<file path="src/rtl/cpu_pkg.sv">
// Shared control-unit / execute-stage definitions.
// Contents: datapath width, cuOPType operation encoding, shifter mode select.
package cpu_pkg;

  localparam int unsigned WIDTH   = 32;
  localparam int unsigned SHAMT_W = 5;
  localparam int unsigned OP_W    = 6;

  // Operation codes produced by the control unit (values fixed by the ISA decode table).
  typedef enum logic [OP_W-1:0] {
    LUI   = 6'd0,  AUIPC = 6'd1,  JAL   = 6'd2,  JALR  = 6'd3,
    BEQ   = 6'd4,  BNE   = 6'd5,  BLT   = 6'd6,  BGE   = 6'd7,
    BLTU  = 6'd8,  BGEU  = 6'd9,  LB    = 6'd10, LH    = 6'd11,
    LW    = 6'd12, LBU   = 6'd13, LHU   = 6'd14, SB    = 6'd15,
    SH    = 6'd16, SW    = 6'd17, ADDI  = 6'd18, SLTI  = 6'd19,
    SLTIU = 6'd20, SLIU  = 6'd21, XORI  = 6'd22, ORI   = 6'd23,
    ANDI  = 6'd24, SLLI  = 6'd25, SRLI  = 6'd26, SRAI  = 6'd27,
    ADD   = 6'd28, SUB   = 6'd29, SLL   = 6'd30, SLT   = 6'd31,
    SLTU  = 6'd32, XOR   = 6'd33, SRL   = 6'd34, SRA   = 6'd35,
    OR    = 6'd36, AND   = 6'd37, ERROR = 6'd38
  } cu_op_t;

  typedef enum logic [1:0] {
    SHIFT_SLL = 2'd0,
    SHIFT_SRL = 2'd1,
    SHIFT_SRA = 2'd2
  } shift_mode_t;

endpackage

</file>
<file path="src/rtl/rv32_shifter.sv">
// Logarithmic barrel shifter for the execute-stage ALU.
// Ports: a (operand), shamt (shift amount 0..31), mode (SLL/SRL/SRA),
//        result_c (combinational shifted value).
module rv32_shifter
  import cpu_pkg::*;
(
  input  logic [WIDTH-1:0]   a,
  input  logic [SHAMT_W-1:0] shamt,
  input  shift_mode_t        mode,
  output logic [WIDTH-1:0]   result_c
);

  function automatic logic [WIDTH-1:0] bit_reverse(input logic [WIDTH-1:0] x);
    logic [WIDTH-1:0] r;
    r = '0;
    for (int i = 0; i < int'(WIDTH); i++) begin
      r[i] = x[int'(WIDTH) - 1 - i];
    end
    return r;
  endfunction

  logic             fill;
  logic [WIDTH-1:0] stage;

  // Left shifts reuse the right-shift stages on a bit-reversed operand.
  always_comb begin
    fill     = 1'b0;
    stage    = '0;
    result_c = '0;
    fill     = (mode == SHIFT_SRA) && a[WIDTH-1];
    stage    = (mode == SHIFT_SLL) ? bit_reverse(a) : a;
    for (int i = 0; i < int'(SHAMT_W); i++) begin
      if (shamt[i]) begin
        stage = (stage >> (2 ** i)) | ({WIDTH{fill}} & ~({WIDTH{1'b1}} >> (2 ** i)));
      end
    end
    result_c = (mode == SHIFT_SLL) ? bit_reverse(stage) : stage;
  end

endmodule

</file>
<file path="src/rtl/rv32_alu.sv">
// RV32I execute-stage integer ALU with a registered result.
// Ports: clk, nRst (async active-low), inputA/inputB (operands),
//        aluOP (cuOPType), ALUResult (registered), negative/zero (decoded from ALUResult).
module rv32_alu
  import cpu_pkg::*;
(
  input  logic              clk,
  input  logic              nRst,
  input  logic [WIDTH-1:0]  inputA,
  input  logic [WIDTH-1:0]  inputB,
  input  logic [OP_W-1:0]   aluOP,
  output logic [WIDTH-1:0]  ALUResult,
  output logic              negative,
  output logic              zero
);

  shift_mode_t      shift_mode_c;
  logic [WIDTH-1:0] shift_result_c;
  logic [WIDTH-1:0] next_result_c;

  // Shift direction/kind from the opcode; only the low five bits of B are the amount.
  always_comb begin
    shift_mode_c = SHIFT_SLL;
    case (aluOP)
      SRL, SRLI: shift_mode_c = SHIFT_SRL;
      SRA, SRAI: shift_mode_c = SHIFT_SRA;
      default:   shift_mode_c = SHIFT_SLL;
    endcase
  end

  rv32_shifter u_shifter (
    .a        (inputA),
    .shamt    (inputB[SHAMT_W-1:0]),
    .mode     (shift_mode_c),
    .result_c (shift_result_c)
  );

  // Result select; branches use the difference so the control unit can read the flags.
  always_comb begin
    next_result_c = '0;
    case (aluOP)
      ADD, ADDI, AUIPC, JAL, JALR,
      LB, LH, LW, LBU, LHU, SB, SH, SW:       next_result_c = inputA + inputB;
      SUB, BEQ, BNE, BLT, BGE, BLTU, BGEU:    next_result_c = inputA - inputB;
      LUI:                                    next_result_c = inputB;
      SLT, SLTI:                              next_result_c = WIDTH'($signed(inputA) < $signed(inputB));
      SLTU, SLTIU, SLIU:                      next_result_c = WIDTH'(inputA < inputB);
      AND, ANDI:                              next_result_c = inputA & inputB;
      OR, ORI:                                next_result_c = inputA | inputB;
      XOR, XORI:                              next_result_c = inputA ^ inputB;
      SLL, SLLI, SRL, SRLI, SRA, SRAI:        next_result_c = shift_result_c;
      default:                                next_result_c = '0;
    endcase
  end

  always_ff @(posedge clk or negedge nRst) begin
    if (!nRst) begin
      ALUResult <= '0;
    end else begin
      ALUResult <= next_result_c;
    end
  end

  // Flags follow the registered result directly.
  assign negative = ALUResult[WIDTH-1];
  assign zero     = (ALUResult == '0);

endmodule

</file>
<file path="config.mk">
export PLATFORM = sky130hd
export DESIGN_NAME = rv32_alu
export DESIGN_NICKNAME = d
export VERILOG_FILES = /design/src/rtl/cpu_pkg.sv /design/src/rtl/rv32_shifter.sv /design/src/rtl/rv32_alu.sv
export SDC_FILE = /design/constraint.sdc
export NUM_CORES = 1
export LEC_CHECK = 0
export ABC_AREA = 1
export ABC_CLOCK_PERIOD_IN_PS = 2390
export CORE_ASPECT_RATIO = 1.4
export CORE_MARGIN = 5
export CORE_UTILIZATION = 60
export CTS_BUF_LIST = sky130_fd_sc_hd__clkbuf_2
export CTS_CLUSTER_SIZE = 8
export DETAILED_ROUTE_END_ITERATION = 12
export PLACE_DENSITY = 0.91
export SLEW_MARGIN = 25
export SYNTH_ARGS = -nofsm -noshare
export SYNTH_HDL_FRONTEND = slang
export SYNTH_SLANG_ARGS = --single-unit
</file>
<file path="constraint.sdc">
create_clock -name clk -period 2.39 [get_ports clk]
set_clock_uncertainty 0.1 [all_clocks]
set_input_delay 0.3585 -clock clk [delete_from_list [all_inputs] [get_ports clk]]
set_output_delay 0.3585 -clock clk [all_outputs]
set_load 0.01 [all_outputs]
</file>
==> results.txt, run 1 <==
The count of state elements after synthesis came out at 32. No sink is reached through more buffers than the 2 on the longest clock path. The largest total area in the synthesized netlist belongs to sky130_fd_sc_hd__nand3_1. The tools report the clock root buffer as sky130_fd_sc_hd__clkbuf_2. Summed over all layers, the global routing overflow is 1343. Dividing the synthesized area by the synthesized cell count gives 5.754 sq um. The post-synth design cell area was 0.009454 sq mm. The number of distinct library cells after synthesis is 46. The count of buffers added on input and output ports is 105. sky130_fd_sc_hd__nand3_1 is the most common cell in the netlist. The run gives 1813 as the total nets after synthesis. The flow did not finish. The cell count after synthesis came out at 1643. Detailed placement finished with a half-perimeter wire length of 45230 um.

The count of flip-flops with a built-in enable after synthesis is 0. Ranked by total cell area, the synthesized netlist is headed by sky130_fd_sc_hd__nand3_1 20%, sky130_fd_sc_hd__ha_1 13%, sky130_fd_sc_hd__nand2_1 11%. 106 I/O pins were placed. The most instantiated flip-flop cell in the synthesis netlist is sky130_fd_sc_hd__dfrtp_1. Clock tree synthesis found a total of 32 sinks.

Height of the die: 158.5 um. The total global-route track usage is 95.03%. The run ended at global routing. The H-tree was split into 2 levels.

The first global-routing pass estimated 135300 um of wire. For the maximum number of pins on one net before global-route repair, the log shows 36. The proportion of synthesized flip-flops having asynchronous set or reset is 100.0%. The tools report the number of global-route vias before repair as 21936.

Clock tree synthesis inserted a total of 5 buffers. Summing all placed instances gives a cell area of 0.01386 sq mm. Sequential elements use 8.470% of the synthesized area. At the end of routability-driven placement, the weighted congestion stood at 1.264. After clock tree synthesis, the flow added hold-fix buffers numbering 0. In this run the core area contains 54 standard-cell rows. For the yosys synthesis warning count, the log shows 0. In this run the horizontal extent of the chip is 116.1 um. The initial utilization of the core area, before any placement, comes to 60.84%.

Summed over its instances, the top area cell type makes up 20.22% of the synthesized netlist area. The tool reported: "[ERROR GRT-0116] Global routing finished with congestion. Check the congestion regions in the DRC Viewer". After synthesis, the most frequently instantiated cells are 382 x sky130_fd_sc_hd__nand3_1, 288 x sky130_fd_sc_hd__nand2_1, 188 x sky130_fd_sc_hd__inv_1.
==> stage by stage <==
step	setup TNS [ns]	std cells	setup WS, ns
2_1_floorplan	-0.2696	1643	-0.09657
4_1_cts	-0.05258	2325	-0.02510
3_5_place_dp	-25.76	2291	-1.106
3_3_place_gp	-20.24	2291	-0.8970
==> metal layers <==
layer  GRT usage [%]  GRT overflow
met5           50.28             0
met2           123.7           976
met1           82.06            16
met3           72.51            10
met4           109.9           341
==> cell families after synthesis <==
kind of cell / synth area share (%)
buf+inv: 12.19
fa+ha+maj: 13.13
xor+xnor: 0.6485
flops: 8.470
compound gates: 18.98
simple gates: 46.59
==> timing repair <==
item | 4_1_cts
gates cloned | 1
gates resized for setup | 333
endpoints found under the setup margin | 33
hold endpoints to repair | 0
setup buffers | 25
pin swaps | 65
==> run 2: changes to the inputs <==
--- a/config.mk
+++ b/config.mk
@@ -7,13 +7,10 @@
 export LEC_CHECK = 0
 export ABC_AREA = 1
 export ABC_CLOCK_PERIOD_IN_PS = 2390
-export CORE_ASPECT_RATIO = 1.4
 export CORE_MARGIN = 5
-export CORE_UTILIZATION = 60
-export CTS_BUF_LIST = sky130_fd_sc_hd__clkbuf_2
-export CTS_CLUSTER_SIZE = 8
+export CORE_UTILIZATION = 40
 export DETAILED_ROUTE_END_ITERATION = 12
-export PLACE_DENSITY = 0.91
+export PLACE_DENSITY_LB_ADDON = 0.15
 export SLEW_MARGIN = 25
 export SYNTH_ARGS = -nofsm -noshare
 export SYNTH_HDL_FRONTEND = slang
==> run 2 against run 1 <==
  * The flow now finishes, with violations (setup timing)
  * Synthesized cell count is the same
  * Synthesized area is the same
==> results.txt, run 2 <==
The run finished, with violations left. The final reports fail on setup timing. Complex-gate fraction of the synthesized area: 18.98%. The dominant cell type by area after synthesis is sky130_fd_sc_hd__nand3_1. The height of the die is 163.7 um. The proportion of synthesized flip-flops having asynchronous set or reset was 100.0%; the share of total power in combinational logic was 73.9%.

The proportion of layout cells with a drive suffix above 1 is 48.33%. Setup violations remaining at the end of the flow were counted as 2. The smallest clock period supported by the final layout is computed as 2.393 ns.

The leakage component of the power is 8.255 nW. Ratio of final minimum period to clock period: 100.1%. After synthesis the cells add up to 0.009454 sq mm. IR analysis of the VDD net gives a maximum drop of 0.3183 mV. The first global-routing pass estimated 79340 um of wire. After Yosys synthesis, and, or, nand and nor cells account for 46.59% of the synthesized area.

The maximum clock frequency was 0.4179 GHz; the via density per instance was 5.784. The first routing iteration left 1607 violations. Row generation in the floorplan step produced 56 rows. The overall die width was 163.7 um. Entering global routing, the biggest net connects 36 pins. The logs give 12.5% for the sequential share of power and 0 for the number of violations of the max-capacitance limit. The routed design has 54600 um of wire. After detailed placement, the total cell area comes to 0.01452 sq mm.

TritonCTS built the clock tree. Post-route DRC violation count: 0. Count of state elements after synthesis: 32. The register with the most flip-flops in the final layout is ALUResult. The clock drives 32 sinks. In this run the remaining antenna-violating nets after routing total 0. Yosys mapped the design onto 46 distinct sky130hd cell types. The commonest non-fill, non-tap cell in the layout was sky130_fd_sc_hd__buf_4. The filler cells instantiated in the layout total 2030.

The run gives 0 as the total count of hold-check failures in the final report. In this run the deepest clock path goes through 2 buffers. Fraction of power spent switching nets: 45.80%. Summing over every cut layer, the via total after detailed routing is 14796. The placeable core region was 0.02340 sq mm; the number of primary I/O pins was 106. Yosys mapped a number of flops with a built-in enable equal to 0. Clock share of power: 13.5%.

The most common cell in the synthesized netlist is sky130_fd_sc_hd__nand3_1. The HPWL reported at the end of detailed placement was 43710 um; the count of pins over their slew limit was 0. At the end of routability-driven placement, the weighted congestion stood at 1.069. After Yosys synthesis, full adders, half adders and majority gates account for 13.13% of the synthesized area. When the netlist entered floorplanning its net count stood at 1813. After synthesis, the largest family of logic cells by area is simple AND/OR/NAND/NOR gates.

Once layout is done, the placed cells without fillers occupy 0.01698 sq mm. The first TritonRoute pass finished after 7 iterations. In this run the power spent charging and discharging nets is 0.002547 W. In this run the biggest area consumer among cell types represents 20.22% of the synthesized area. The number of antenna diodes in the final layout is 0. In the final design database the tool counted 2408 nets. The run gives 0 as the number of antenna violations at the first check in global routing. Clock tree synthesis inserted a total of 5 buffers. The register with the most flip-flops in the layout has 32 of them. Across the whole layout, storage elements account for 800.8 sq um. For this run, the leading register cell type out of synthesis is sky130_fd_sc_hd__dfrtp_1. Setup repair after global routing could not meet its margin everywhere.

The worst pin sits at a relative slew slack of 66.72%. The internal portion of the total power is 0.003014 W. After clock tree synthesis, the clock-pin slew on the worst setup and hold paths is 0.07 ns. The number of instances in the synthesized netlist came out at 1643. The maximum fanout along the worst path was 3. The average instance in the mapped netlist occupies 5.754 sq um.

The yosys synthesis warning count came out at 0. Prior to clock tree synthesis, the placed netlist has a worst setup slack of -1.057 ns. The XOR/XNOR share of the synthesized area is 0.6485%, and the starting density of the core is 40.40%. The total global-route track usage is 38.41%.

The cell sitting at the root of the clock tree is a sky130_fd_sc_hd__clkbuf_16. Ranked by total cell area, the synthesized netlist is headed by sky130_fd_sc_hd__nand3_1 20%, sky130_fd_sc_hd__ha_1 13%, sky130_fd_sc_hd__nand2_1 11%. Per-cell routed wire length: 21.34 um. The multi-input combinational cells in the finished layout cover a total of 0.009269 sq mm.

The largest registers in the layout are ALUResult: 32 flops. Power spread over the standard cell area amounts to 327.4 mW/mm^2. The die covers 0.02681 sq mm. The number of levels in the clock H-tree was 2; the number of buffers added on ports was 105. STA classifies the critical path startpoint as an input pin. The setup slack after layout was -0.003077 ns; the worst path arrival time was 2.45 ns.

The worst-margin pin slew is 0.4958 ns, and the sum of overflow across all layers after global routing is 0. The number of global-route vias before repair was 13977. Data on the critical path is required at its endpoint by 2.45 ns. Compared with the post-synthesis result, the final layout area differs by 79.62%. The path class of the tightest hold or removal check is input pin to async pin. The setup path with the least slack is of type input pin to register. The tools report the sequential element share of the synthesized area as 8.470%. The library cells used most frequently in the layout, excluding fill and tap cells, are 517 x sky130_fd_sc_hd__buf_4, 345 x sky130_fd_sc_hd__nand3_1, 235 x sky130_fd_sc_hd__nand2_1, 118 x sky130_fd_sc_hd__inv_1, 73 x sky130_fd_sc_hd__nand3_2. Endpoint kind of the worst setup timing path: a register.

Counting instances in the post-synthesis netlist gives the leading cell types as 382 x sky130_fd_sc_hd__nand3_1, 288 x sky130_fd_sc_hd__nand2_1, 188 x sky130_fd_sc_hd__inv_1. In the synthesized netlist, mux cells make up 0% of the area.
[run 2: cell counts after synthesis]
No cell type changed its count.
[run 2: worst max path at each step]
stage	end	slack, ns	startpoint	cells past startpoint
after detailed placement	ALUResult[19]	-1.06	inputA[13]	16
final	ALUResult[20]	-0.003	inputB[0]	15
after floorplan	ALUResult[15]	-0.1	inputB[2]	15
after global routing	ALUResult[20]	-0.1	inputB[8]	13
after global placement	ALUResult[19]	-1.01	inputB[13]	16
after CTS	ALUResult[11]	0.00007	inputB[4]	14
[run 2: layout make-up]
class | instances | area share [%]
flip-flops and latches | 32 | 4.716
clock inverters | 3 | 0.2505
inverters | 196 | 4.495
well taps | 319 | 2.350
repair buffers | 680 | 32.87
clock buffers | 5 | 0.7368
multi-input cells | 1323 | 54.58
[run 2: cell families after synthesis]
family / Yosys count
flip-flops: 32
adder cells (fa/ha/maj): 98
AND/OR/NAND/NOR: 916
AO/OA/AOI/OAI: 302
buffers and inverters: 288
XOR/XNOR: 7
[run 2: power by group through the flow]
stage	Sequential (W)	Combinational, W	Clock [W]
after floorplan	0.000718	0.00144	0
after detailed placement	0.000695	0.00327	0
after CTS	0.000685	0.00370	0.000751
final	0.000697	0.00411	0.000753
after global placement	0.000693	0.00324	0
after global routing	0.000705	0.00435	0.000774
[run 2: metal layers]
layer	global-route usage, %	vias up	part of all wire [%]
met2	61.26	916	44
met4	21.50	0	7.1
met1	49.21	6815	40
li1	-	6850	-
met3	6.399	215	9.6
met5	0	-	0
[run 2: timing repair]
item                                   in CTS  in global routing
endpoints found under the hold margin       0                  0
pin swaps                                  87                121
setup buffers                              53                 34
hold buffers                                0                  0
setup endpoints to repair                  32                 33
gates resized for setup                   425                283
[run 2: critical path, stage by stage]
cell                      delay, ns
sky130_fd_sc_hd__buf_6         0.11
sky130_fd_sc_hd__ha_4          0.16
sky130_fd_sc_hd__inv_4         0.06
sky130_fd_sc_hd__fa_2          0.22
sky130_fd_sc_hd__nand2_2       0.08
sky130_fd_sc_hd__o21ai_2       0.17
sky130_fd_sc_hd__inv_2         0.08
sky130_fd_sc_hd__o21ai_4       0.19
sky130_fd_sc_hd__buf_6         0.14
sky130_fd_sc_hd__a21o_1        0.17
sky130_fd_sc_hd__inv_2         0.06
sky130_fd_sc_hd__o21ai_1       0.19
sky130_fd_sc_hd__a21oi_1       0.16
sky130_fd_sc_hd__a21oi_4       0.20
sky130_fd_sc_hd__nand3_1       0.08
[run 2: through the flow]
stage | utilization, % | cells | TNS (ns) | hold slack (ns) | total power, W
2_1_floorplan | - | 1643 | -0.2696 | -0.03709 | 0.002162
3_3_place_gp | 62.06 | 2464 | -22.55 | 0.6957 | 0.003935
3_5_place_dp | 62.06 | 2464 | -23.25 | 0.7131 | 0.003966
4_1_cts | 69.11 | 2524 | 0 | 0.4188 | 0.005131
5_1_grt | 72.56 | 2558 | -0.3176 | 0.4538 | 0.005832
6_report | 72.56 | 2558 | -0.003207 | 0.4193 | 0.005560
Note: power is estimated with default switching activity, not from simulation.
==> run 3: changes to the inputs <==
==> constraint.sdc (replaced) <==
create_clock -name clk -period 2.39 [get_ports clk]
set_clock_uncertainty 0.1 [all_clocks]
set_input_delay 0.3585 -clock clk [delete_from_list [all_inputs] [get_ports clk]]
set_output_delay 0.3585 -clock clk [all_outputs]
set_load 0.1 [all_outputs]
==> run 3 against run 2 <==
  * The flow still finishes with violations (setup timing)
  * Die area is the same
  * Non-clock buffer count shrank 49
  * Core utilization shrank 0.67 points
  * Sequential share of layout area is essentially flat
  * Final area down 0.93%
  * Wire length fell by 1.8%
  * First-iteration DRC count increased by 5.0%
  * Clock power down 17%
  * Largest power group unchanged
  * Highest routed layer unchanged
==> results.txt, run 3 (synthesis gave the netlist of run 2 again) <==
The run gives 1.114 as the final RePlAce weighted congestion. Areal power density over the cells: 355.3 mW/mm^2. The proportion of layout cells with a drive suffix above 1 works out to 49.84%. In this design, the critical path's most frequently occurring cell is sky130_fd_sc_hd__buf_6.

The largest individual stage delay along the critical path comes from the cell sky130_fd_sc_hd__ha_4. The height of the die came out at 163.7 um. The flip-flop count of the largest register, all copies and words added was 32; the number of antenna diodes was 0. TritonCTS built the clock tree.

The run gives 0 as the number of antenna violations at the first check in global routing. The largest registers in the layout are ALUResult: 32 flops. The setup path with the least slack is of type input pin to register. Count of pins over their slew limit: 0.

Sink count of the clock tree: 32. The count of nets left with antenna violations once routing finished came out at 0. In the routed design, unresolved DRC markers number 0. Summed over all nets, the half-perimeter wirelength after detailed placement is 43040 um. Along the worst path, the maximum fanout reaches 5. The clock passes through at most 2 buffers. The net count of the finished layout is 2359.

Dividing the detail-routed via count by the number of cells gives 5.807. The checks that failed: setup timing. The logs give 0.3792 mV for the worst-case vdd ir drop and 0 for the count of hold buffers inserted by post-cts repair. Static timing analysis puts the maximum clock frequency at 0.4147 GHz. The first global-routing pass estimated 77740 um of wire.

Relative to the synthesized area, the layout overhead comes to 77.95%. In this run the core area contains 56 standard-cell rows. The tools report the final cell count without fillers as 2508.

The final setup violation count is 4, and the number of DRC violations after detailed-routing iteration 0 is 1687. The number of buffers added on ports works out to 105. The number of global-route vias before repair is 13841, and the maximum number of pins on one net before global-route repair is 35. The run gives 53600 um as the total detailed-routing wirelength. Kind of launch point of the worst setup path: an input pin.

The worst hold path belongs to the class input pin to async pin. The per-cell routed wire length came out at 21.37 um. The clock transition time at the flip-flop clock pins of the worst setup and hold paths came out at 0.07 ns. The H-tree was split into 2 levels. The region available for standard cell placement spans 0.02340 sq mm.

The worst path arrival time came out at 2.43 ns. Via count of the routed design: 14565. Clock root buffer: sky130_fd_sc_hd__clkbuf_16. The floorplan die area was 0.02681 sq mm; the fill cell instance count of the final layout was 2024.

The total count of hold-check failures in the final report is 0, and the final total power is 0.005978 W. Max-cap violations in this run came to 0. For the finished layout, the period the worst path requires is 2.411 ns. Worst hold slack across all endpoints: 0.3893 ns.

Traced cell by cell, the critical path runs through buf_6 -> clkinvlp_4 -> ha_4 -> buf_6 -> a21oi_4 -> nand2_2 -> a21boi_4 -> o21bai_4 -> a21o_1 -> buf_6 -> or2_4 -> nand3_2 -> nand3b_1 -> inv_2 -> nand4_1. The total iterations of the first detailed-routing run is 6, and the maximum cell stage delay along the critical path is 0.25 ns. The number of primary I/O pins came out at 106. The flow ran to the end, but the final reports show violations.

The setup slack after layout is -0.02129 ns, and the data required time at the worst endpoint is 2.41 ns. The logs give 2446 for the placed cell count and 5 for the total clock buffers created by CTS. Leaving out fill and tap cells, the most frequent cell in the layout is sky130_fd_sc_hd__buf_4.

In the layout the commonest cells are 508 x sky130_fd_sc_hd__buf_4, 329 x sky130_fd_sc_hd__nand3_1, 233 x sky130_fd_sc_hd__nand2_1, 114 x sky130_fd_sc_hd__inv_1, 88 x sky130_fd_sc_hd__nand3_2. In this run the static leakage power is 8.146 nW. For this configuration, the core starts out at a cell density of 40.40%. The ratio of final minimum period to clock period was 100.9%; the sum of overflow across all layers after global routing was 0. From left edge to right edge, the die measures 163.7 um. At the pin with the least slew margin, the transition time is 0.4565 ns. Setup repair after global routing could not meet its margin everywhere. The register with the most flip-flops in the final layout is ALUResult. The worst pin sits at a relative slew slack of 69.57%.

Total global-route track usage: 37.56%. The worst setup path is captured at a register.
run 3: changes by cell type in the layout (fill, tap and decap cells not counted), moves of 8 or more:
cell	delta
sky130_fd_sc_hd__nand3_1	-16
sky130_fd_sc_hd__buf_6	-8
sky130_fd_sc_hd__clkbuf_2	-12
sky130_fd_sc_hd__clkdlybuf4s50_1	-30
sky130_fd_sc_hd__buf_4	-9
sky130_fd_sc_hd__nand3_2	+15
run 3: final timing paths:
path | startpoint | to | slack, ns | cells past startpoint
setup / recovery | inputB[2] | ALUResult[15] | -0.02 | 15
hold / removal | nRst | ALUResult[31] | 0.39 | 2
max in group asynchronous | nRst | ALUResult[14] | 1.49 | 2
min in group clk | inputB[26] | ALUResult[26] | 0.50 | 6
run 3: final cells by class:
type	count	area, sq um	share of cell area [%]
Multi-Input combinational cell	1323	9533	56.66
Clock buffer	5	125.1	0.7437
Clock inverter	2	12.51	0.07437
Tap cell	319	399.1	2.372
Sequential cell	32	800.8	4.760
Inverter	196	790.8	4.700
Timing Repair Buffer	631	5162	30.69
run 3: report_power, final:
group	switching, W	internal [W]	total [W]
Sequential	0.0000549	0.000625	0.000680
Combinational	0.00285	0.00182	0.00467
Clock	0.000249	0.000378	0.000627
run 3: per-stage QoR:
stage,util (%),cell area (sq um),setup TNS (ns),setup WS (ns)
global placement,61.23,14330,-22.47,-1.010
CTS,67.77,15860,-0.001707,-0.001707
floorplan,-,9682,-0.2383,-0.1071
finish,71.89,16820,-0.06184,-0.02129
detailed placement,61.23,14330,-23.11,-1.047
global route,71.89,16820,-0.9250,-0.1230
run 3: worst max-delay path: cells and delay by family:
kind | cells | cell delay (ns)
AO/OA/AOI/OAI | 4 | 0.74
buffers and inverters | 5 | 0.50
AND/OR/NAND/NOR | 5 | 0.58
adder cells (fa/ha/maj) | 1 | 0.25
run 3: repair_timing:
action | CTS | global route
buffers inserted | 33 | 26
endpoints found under the setup margin | 32 | 32
endpoints found under the hold margin | 0 | 0
gates resized for setup | 440 | 297
pin swaps | 101 | 124
cloned | 1 | 1
run 3: per-layer routing:
| layer | wire, um | GRT usage (%) | share of wire, % | vias to the layer above |
|---|---|---|---|---|
| met5 | 0 | 0 | 0 | - |
| met4 | 3531 | 19.79 | 6.6 | 0 |
| met3 | 5336 | 8.281 | 10 | 198 |
| met2 | 23330 | 59.13 | 44 | 868 |
| met1 | 21410 | 48.03 | 40 | 6744 |
| li1 | - | - | - | 6755 |
